[config.mk]
export PLATFORM = sky130hd
export DESIGN_NAME = input_capture_avs_flat
export DESIGN_NICKNAME = d
export VERILOG_FILES = /design/src/rtl/input_capture_pkg.sv /design/src/rtl/input_capture_avs_if.sv /design/src/rtl/debounce_bit.sv /design/src/rtl/input_capture_avs.sv /design/src/flat_wrapper.sv
export SDC_FILE = /design/constraint.sdc
export NUM_CORES = 1
export LEC_CHECK = 0
export ABC_CLOCK_PERIOD_IN_PS = 2300
export CAP_MARGIN = 5
export CORE_MARGIN = 1.5
export CORE_UTILIZATION = 30
export DETAILED_ROUTE_END_ITERATION = 7
export HOLD_SLACK_MARGIN = 0.06
export PLACE_DENSITY_LB_ADDON = 0.15
export SYNTH_ARGS = -nofsm -noshare
export SYNTH_HDL_FRONTEND = slang
export SYNTH_SLANG_ARGS = --single-unit
[constraint.sdc]
create_clock -name clk -period 2.3 [get_ports clk]
set_input_delay 0.345 -clock clk [delete_from_list [all_inputs] [get_ports clk]]
set_output_delay 0.345 -clock clk [all_outputs]
set_load 0.005 [all_outputs]
[src/rtl/input_capture_pkg.sv]
// Shared constants for the KEY/SW input capture block: register map, bus width,
// and the debounce counter sizing helper.
package input_capture_pkg;

    localparam int DATA_W = 32;

    localparam logic [1:0] ADDR_BTN  = 2'd0;
    localparam logic [1:0] ADDR_SW   = 2'd1;
    localparam logic [1:0] ADDR_MASK = 2'd2;
    localparam logic [1:0] ADDR_EDGE = 2'd3;

    function automatic int cnt_width(input int cycles);
        return $clog2(cycles + 1);
    endfunction

endpackage

[src/rtl/input_capture_avs_if.sv]
// Avalon-MM slave bus bundle for the input capture block (fixed read latency 1, no waitrequest).
interface input_capture_avs_if;
    import input_capture_pkg::*;

    logic [1:0]        address;
    logic              read;
    logic              write;
    logic [DATA_W-1:0] writedata;
    logic [DATA_W-1:0] readdata;
    logic              readdatavalid;

    modport master (
        output address, read, write, writedata,
        input  readdata, readdatavalid
    );

    modport slave (
        input  address, read, write, writedata,
        output readdata, readdatavalid
    );

endinterface

[src/rtl/debounce_bit.sv]
// Single-bit 2-flop synchroniser followed by a debouncer; rise/fall pulse for one
// cycle in the cycle where dout first shows its new level.
module debounce_bit
    import input_capture_pkg::*;
#(
    parameter int DEBOUNCE_CYCLES = 50000
) (
    input  logic clk,
    input  logic reset,
    input  logic din,
    output logic dout,
    output logic rise,
    output logic fall
);

    localparam int            CW       = cnt_width(DEBOUNCE_CYCLES);
    localparam logic [CW-1:0] CNT_LAST = CW'(DEBOUNCE_CYCLES - 1);

    logic          sync_q1;
    logic          sync_q2;
    logic [CW-1:0] cnt;

    always_ff @(posedge clk) begin
        if (reset) begin
            sync_q1 <= 1'b0;
            sync_q2 <= 1'b0;
            cnt     <= '0;
            dout    <= 1'b0;
            rise    <= 1'b0;
            fall    <= 1'b0;
        end else begin
            sync_q1 <= din;
            sync_q2 <= sync_q1;
            rise    <= 1'b0;
            fall    <= 1'b0;
            if (sync_q2 == dout) begin
                cnt <= '0;
            end else if (cnt == CNT_LAST) begin
                // This cycle is the last of the required run of differing samples.
                dout <= sync_q2;
                cnt  <= '0;
                rise <= sync_q2;
                fall <= ~sync_q2;
            end else begin
                cnt <= cnt + 1'b1;
            end
        end
    end

endmodule

[src/rtl/input_capture_avs.sv]
// KEY/SW capture with debouncing, press-event latching and a maskable level irq.
// Define INPUT_CAPTURE_RELEASE_EDGE_EN to also latch release events in EDGE[2*NUM_BTN-1:NUM_BTN].
module input_capture_avs
    import input_capture_pkg::*;
#(
    parameter int NUM_BTN         = 4,
    parameter int NUM_SW          = 10,
    parameter int DEBOUNCE_CYCLES = 50000
) (
    input  logic                  clk,
    input  logic                  reset,
    input  logic [NUM_BTN-1:0]    buttons_in,
    input  logic [NUM_SW-1:0]     switches_in,
    input_capture_avs_if.slave    avs,
    output logic                  irq
);

`ifdef INPUT_CAPTURE_RELEASE_EDGE_EN
    localparam int EW = 2 * NUM_BTN;
`else
    localparam int EW = NUM_BTN;
`endif

    logic [NUM_BTN-1:0] btn_stable, btn_rise, btn_fall;
    logic [NUM_SW-1:0]  sw_stable, sw_rise, sw_fall;
    logic [EW-1:0]      edge_set, edge_clr, mask_q, edge_q;
    logic [DATA_W-1:0]  rd_mux;
    logic               wr_mask;
    logic               unused_bits;

    // Pins are inverted before the synchroniser so a reset synchroniser reads as "released".
    for (genvar i = 0; i < NUM_BTN; i++) begin : g_btn
        debounce_bit #(.DEBOUNCE_CYCLES(DEBOUNCE_CYCLES)) u_db (
            .clk   (clk),
            .reset (reset),
            .din   (~buttons_in[i]),
            .dout  (btn_stable[i]),
            .rise  (btn_rise[i]),
            .fall  (btn_fall[i])
        );
    end

    for (genvar i = 0; i < NUM_SW; i++) begin : g_sw
        debounce_bit #(.DEBOUNCE_CYCLES(DEBOUNCE_CYCLES)) u_db (
            .clk   (clk),
            .reset (reset),
            .din   (switches_in[i]),
            .dout  (sw_stable[i]),
            .rise  (sw_rise[i]),
            .fall  (sw_fall[i])
        );
    end

`ifdef INPUT_CAPTURE_RELEASE_EDGE_EN
    assign edge_set    = {btn_fall, btn_rise};
    assign unused_bits = ^{sw_rise, sw_fall, avs.writedata[DATA_W-1:EW]};
`else
    assign edge_set    = btn_rise;
    assign unused_bits = ^{sw_rise, sw_fall, btn_fall, avs.writedata[DATA_W-1:EW]};
`endif

    assign wr_mask  = avs.write && (avs.address == ADDR_MASK);
    assign edge_clr = (avs.write && (avs.address == ADDR_EDGE)) ? avs.writedata[EW-1:0] : '0;

    always_comb begin
        rd_mux = '0;
        case (avs.address)
            ADDR_BTN:  rd_mux[NUM_BTN-1:0] = btn_stable;
            ADDR_SW:   rd_mux[NUM_SW-1:0]  = sw_stable;
            ADDR_MASK: rd_mux[EW-1:0]      = mask_q;
            ADDR_EDGE: rd_mux[EW-1:0]      = edge_q;
            default:   rd_mux              = '0;
        endcase
    end

    // Reads sample the registers before this cycle's write lands; new events win over W1C.
    always_ff @(posedge clk) begin
        if (reset) begin
            mask_q            <= '0;
            edge_q            <= '0;
            irq               <= 1'b0;
            avs.readdata      <= '0;
            avs.readdatavalid <= 1'b0;
        end else begin
            avs.readdatavalid <= avs.read;
            if (avs.read) begin
                avs.readdata <= rd_mux;
            end
            if (wr_mask) begin
                mask_q <= avs.writedata[EW-1:0];
            end
            edge_q <= (edge_q & ~edge_clr) | edge_set;
            irq    <= |(edge_q & mask_q);
        end
    end

endmodule

[src/flat_wrapper.sv]
// flat-port wrapper written by rule: the top's interface ports become plain ports
module input_capture_avs_flat import input_capture_pkg::*;
#(
    parameter int NUM_BTN         = 4,
    parameter int NUM_SW          = 10,
    parameter int DEBOUNCE_CYCLES = 50000
)
  (clk, reset, buttons_in, switches_in, irq, avs_address, avs_read, avs_write, avs_writedata, avs_readdata, avs_readdatavalid);
  input_capture_avs_if avs_i ();
  input  logic clk;
  input  logic reset;
  input  logic [NUM_BTN-1:0] buttons_in;
  input  logic [NUM_SW-1:0] switches_in;
  output logic irq;
  input wire logic [$bits(avs_i.address)-1:0] avs_address;
  input wire logic [$bits(avs_i.read)-1:0] avs_read;
  input wire logic [$bits(avs_i.write)-1:0] avs_write;
  input wire logic [$bits(avs_i.writedata)-1:0] avs_writedata;
  output wire logic [$bits(avs_i.readdata)-1:0] avs_readdata;
  output wire logic [$bits(avs_i.readdatavalid)-1:0] avs_readdatavalid;
  assign avs_i.address = avs_address;
  assign avs_i.read = avs_read;
  assign avs_i.write = avs_write;
  assign avs_i.writedata = avs_writedata;
  assign avs_readdata = avs_i.readdata;
  assign avs_readdatavalid = avs_i.readdatavalid;
  input_capture_avs #(.NUM_BTN(NUM_BTN), .NUM_SW(NUM_SW), .DEBOUNCE_CYCLES(DEBOUNCE_CYCLES)) u_core (.clk(clk), .reset(reset), .buttons_in(buttons_in), .switches_in(switches_in), .avs(avs_i), .irq(irq));
endmodule
# --- Word-level counts from Yosys, hierarchy flattened ---
# Index checks and enable logic that the tools add are counted.
# Widths: inputs -> output; s select.
op_classes:
  n_addsub: 14
  n_eq_ne: 31
  n_mux: 3
  n_bitwise: 26
  reduce_logical: 36
op_table:
  columns: ["op", "count"]
  rows:
  - ["$add 16x1->16 const B", 14]
  - ["$eq 16x16->1 const B", 14]
  - ["$reduce_or 3->1", 18]
  - ["$reduce_and 2->1", 14]
  - ["$not 1->1", 22]
  - ["$pmux 4 s4", 1]
  - ["$eq 1x1->1", 14]
  - ["$and 4x4->4", 2]
  - ["$mux 6", 1]
  - ["$eq 2x2->1 const B", 2]
  - ["$mux 4", 1]
  - ["$not 4->4", 1]
  - ["$or 4x4->4", 1]
  - ["$reduce_or 4->1", 1]
  - ["$eq 2x1->1 const B", 1]
  - ["$logic_and 1x1->1", 2]
  - ["$logic_not 2->1", 1]
word_totals:
  regBits: 290
  input_bits: 52
  output_inout_bits: 34
  wordCells: 175

# --- Longest topological paths before layout ---
logic_depth:
  depth_word: 6
  mapped_depth: 7
  ltp_nobuf: 5

# --- Cells and area by module ---
# From an unflattened synthesis, not the netlist that was laid out.
hier_totals:
  cells_unflattened: 1431
  area_unflattened_um2: 13739.4
by_module_without_submodules:
  columns: ["module", "n_inst", "cells_per_inst", "area_per_inst_um2", "seq_area_each_um2"]
  rows:
  - ["debounce_bit at u_core.g_btn[0].u_db ...", 13, 94, 908.4, 420.4]
  - ["input_capture_avs", 1, 109, 1014.7, 400.4]
  - ["debounce_bit at u_core.g_sw[9].u_db", 1, 100, 915.9, 420.4]

# --- Worst setup path after synthesis ---
# OpenSTA, ideal clock, no wires.
synth_timing:
  path_kind: "register -> register"
  from: "reg u_core.g_sw[2].u_db.cnt[5]"
  to: "reg u_core.g_sw[2].u_db.cnt[15]"
  setup_time_ns: 0.115
  arrival_ns: 1.636
  required_time_ns: 2.185
  path_slack_ns: 0.549
  stages_incl_launch_ff: 6
  path_buffers: 1
  period_less_slack_ns: 1.751
  cell_sequence: "dfxtp_1 > or4b_1 > or4_4 > nand2_4 > buf_6 > nor2_1"
synth_between:
  elab_chain_cells: 2
  elab_cells_between_ends: 3
  classes_between: "add/sub (1); eq/ne (1); reduce/logical (1)"
synth_rtl:
  columns: ["item", "line", "text"]
  rows:
  - ["from (decl)", "debounce_bit.sv:21", "logic [CW-1:0] cnt;"]
  - ["from (signal assigned)", "debounce_bit.sv:45", "cnt <= cnt + 1'b1;"]
  - ["branches (longest 2 deep; another with $add 16x1->16)", null, null]
# Parallel ways; which one is timed is not known.
# A chain may end at the register's enable or synchronous reset.

# --- Worst setup path after layout ---
layout_timing:
  from: "reg u_core.g_btn[3].u_db.cnt[0]"
  to: "reg u_core.g_btn[3].u_db.cnt[3]"
layout_between:
  elab_chain_cells: 2
  elab_cells_between_ends: 3
  classes_between: "add/sub (1); eq/ne (1); reduce/logical (1)"
layout_rtl:
  columns: ["item", "line"]
  rows:
  - ["from (decl)", "debounce_bit.sv:21"]
  - ["from (signal assigned)", "debounce_bit.sv:45"]
  - ["branches (longest 2 deep; another with $add 16x1->16)", null]
# Parallel ways; which one is timed is not known.

==> reports/metrics.yaml <==
outcome:
  status: "completed"
setup_path:
  critPathCaptureType: "flop"
  endpoint: "u_core.g_btn[3].u_db.cnt[3]$_SDFF_PP0_"
  critical_path.top_delay_family: "simple AND/OR/NAND/NOR gates"
  critPathMaxStageDelay_ns: 0.61
  cp.arrival_ns: 2.29
  rr_endpoint: "u_core.g_btn[3].u_db.cnt[3]$_SDFF_PP0_"
  critPathSlowestCell: "or4_4"
  worstPathRequired_ns: 2.69
  path_class: "reg2reg"
  r2r_slack_ns: 0.40
  crit_chain: "ha_1 -> nand4_1 -> or4_4 -> nand2_2 -> nor2_1"
  cp-startpoint: "u_core.g_btn[3].u_db.cnt[0]$_SDFF_PP0_"
  cp_max_fo: 15
  r2r-start: "u_core.g_btn[3].u_db.cnt[0]$_SDFF_PP0_"
  ff2ff_path_depth: 5
  crit_cells: 5
  cp-start-kind: "flop"
  crit_buf_inv: 0
clock_network:
  cts_tree: "done"
  ctsResizeCount: 0
  clk_pin_slew_ns: 0.06
  cts_max_level: 2
  root_buffer: "clkbuf_16"
  numCtsBuffers: 34
  clock_path_buffers: 3
  cts_hold_buf: 0
  cts_num_sinks: 290
  cts_setup_buffers: 0
  clkLatencyLatePin_ns: 0.52
yosys:
  ys_ff_latch: 290
  netlist_instances: 1360
  async_flop_share_pct: 0
  ys_top_cells_by_count: "290 x dfxtp_1, 279 x nor2_1, 162 x xnor2_1"
  synth-seq-area-share_pct: 47.3
  synth_edf_count: 0
  yosys.cell_types.count: 48
  syn_avg_cell_area_um2: 9.03
  synth_most_common_cell: "dfxtp_1"
  synth_warnings: 0
  synth_top_area_share_pct: 47.3
  ys.flop_type: "dfxtp_1"
  syn_area_um2: 12300
  synth_area_leader_cell: "dfxtp_1"
  ys_top_cells_by_area: "dfxtp_1 47%, xnor2_1 12%, nor2_1 8.5%"
finish:
  n_fill_cell: 4087
  diodes: 0
  final-seq-area_um2: 5810
  multiInputGateArea_um2: 6070
  area_growth_pct: 16.8
  nets: 1479
  layout-drive-gt1-share_pct: 6.28
run:
  maxCapViolCount: 0
die:
  dieArea_um2: 42200
  row_count: 73
  fp.dieH_um: 205
  dieWidth_um: 205
  core_area_um2: 40100
  initial_core_util_pct: 30.6
  ios: 86
power_and_ir_drop:
  p_leak_nw: 4.39
  p_per_area_nw_per_um2: 759
  vdd_drop_max_v: 0.000430
placed_design:
  place_congestion: 0.750
  portBuffers: 35
  pre_cts_ws_ns: 0.285
  dp_hpwl_um: 15800
routing:
  antenna_left: 0
  wl_um: 23900
  dr.pass1.iters: 5
  vias: 8881
  viasPerCell: 4.53
  wl_per_cell_um: 12.2
  drc: 0
  drt_iter0_markers: 540
sta:
  finalCritPeriodShare_pct: 82.7
  fmax_mhz: 526
  hold_viol: 0
  post-route-min-period_ns: 1.90
  finalClockSkew_ns: 0.0114
  fin_ws_ns: 0.398
  rsz0062_at_grt: "false"
  drv_slew: 0
  finalSetupViolCount: 0
  slew_headroom_pct: 62.0
  fin_tns_setup_ns: 0
  tightest_slew_ns: 0.566
grt:
  antenna_found_initial: 0
  grt_pass1_wl_um: 41000
  grt_usage_pct: 11.6
  grt-ovfl-total: 0
  grt_max_degree: 36
  grt_pass1_vias: 8452
min_path:
  worst_hold_startpoint: "reset"
  hold_class: "in2reg"
cells by family after synthesis:
| kind of cell | share of synthesized area, % |
|---|---|
| compound gates | 1.32 |
| flops | 47.3 |
| buf+inv | 4.00 |
| mux | 2.36 |
| other cells | 0.0305 |
| fa+ha+maj | 1.43 |
| simple gates | 29.0 |
| xor+xnor | 14.5 |
state kept, by name, indices dropped and copies added, names as in the netlist:
signal	flops
u_core.g_btn.u_db.rise	4
u_core.g_sw.u_db.sync_q2	10
u_core.g_btn.u_db.cnt	64
u_core.avs.readdata	10
u_core.mask_q	4
u_core.irq	1
u_core.g_sw.u_db.cnt	160
u_core.avs.readdatavalid	1
u_core.g_btn.u_db.dout	4
u_core.g_btn.u_db.sync_q2	4
u_core.g_sw.u_db.dout	10
u_core.g_sw.u_db.sync_q1	10
u_core.edge_q	4
u_core.g_btn.u_db.sync_q1	4
where the power goes:
| part | internal, mW | switching, mW |
|---|---|---|
| Clock | 3.53 | 2.08 |
| Sequential | 5.06 | 0.0217 |
| Combinational | 0.0853 | 0.111 |
| Total | 8.67 | 2.22 |
layout by cell type, fill, tap and decap left out, types with 39 or more instances in the layout:
cell     instances
dfxtp_1        290
xor2_1          42
nand3_1         80
nor4_1          47
nor3_1          52
xnor2_1        162
nand4_1         60
nand2_1         54
inv_1           39
nor2_1         279
layout make-up:
cell class | instances | area share, %
Tap cell | 525 | 4.58
Sequential cell | 290 | 40.4
Timing Repair Buffer | 55 | 3.47
Clock buffer | 50 | 7.42
Inverter | 39 | 1.02
Clock inverter | 7 | 0.802
Multi-Input combinational cell | 993 | 42.3
worst min-delay path by stage:
stage / to / slack [ns] / depth (start not counted)
after global routing: u_core.avs.readdata[0]$_SDFFE_PP0P_ / 0.29 / 2
after detailed placement: u_core.g_sw[6].u_db.sync_q2$_SDFF_PP0_ / 0.42 / 1
after floorplan: u_core.g_btn[0].u_db.sync_q1$_SDFF_PP0_ / 0.41 / 1
after global placement: u_core.g_btn[2].u_db.sync_q2$_SDFF_PP0_ / 0.42 / 1
final: u_core.g_sw[4].u_db.dout$_SDFFE_PP0P_ / 0.28 / 2
after CTS: u_core.g_sw[4].u_db.dout$_SDFFE_PP0P_ / 0.27 / 2
worst reg2reg max path: cells and delay by family, from the launching register on:
| kind | cells | cell delay [ns] |
|---|---|---|
| flip-flops | 1 | 0.38 |
| AND/OR/NAND/NOR | 4 | 1.18 |
| adder cells (fa/ha/maj) | 1 | 0.23 |
routing by layer:
layer  part of all wire [%]  up-vias  track usage [%]
met1                     50     4044             15.7
met3                    3.9       36             2.50
met4                    2.2        0             4.17
li1                       -     4695                -
met5                      0        -                0
met2                     44      106             18.2
metrics by stage:
stage               instance area (um^2)  utilization [%]  cells  power (mW)  hold slack [ns]
detailed placement                 13200             32.9   1902        5.39            0.424
floorplan                          12400                -   1381        5.32            0.412
global route                       14400             35.8   1959        11.3            0.294
finish                             14400             35.8   1959        10.9            0.284
global placement                   13200             32.9   1902        5.39            0.424
CTS                                14400             35.8   1959        11.1            0.271
(Power assumes the default switching activity.)
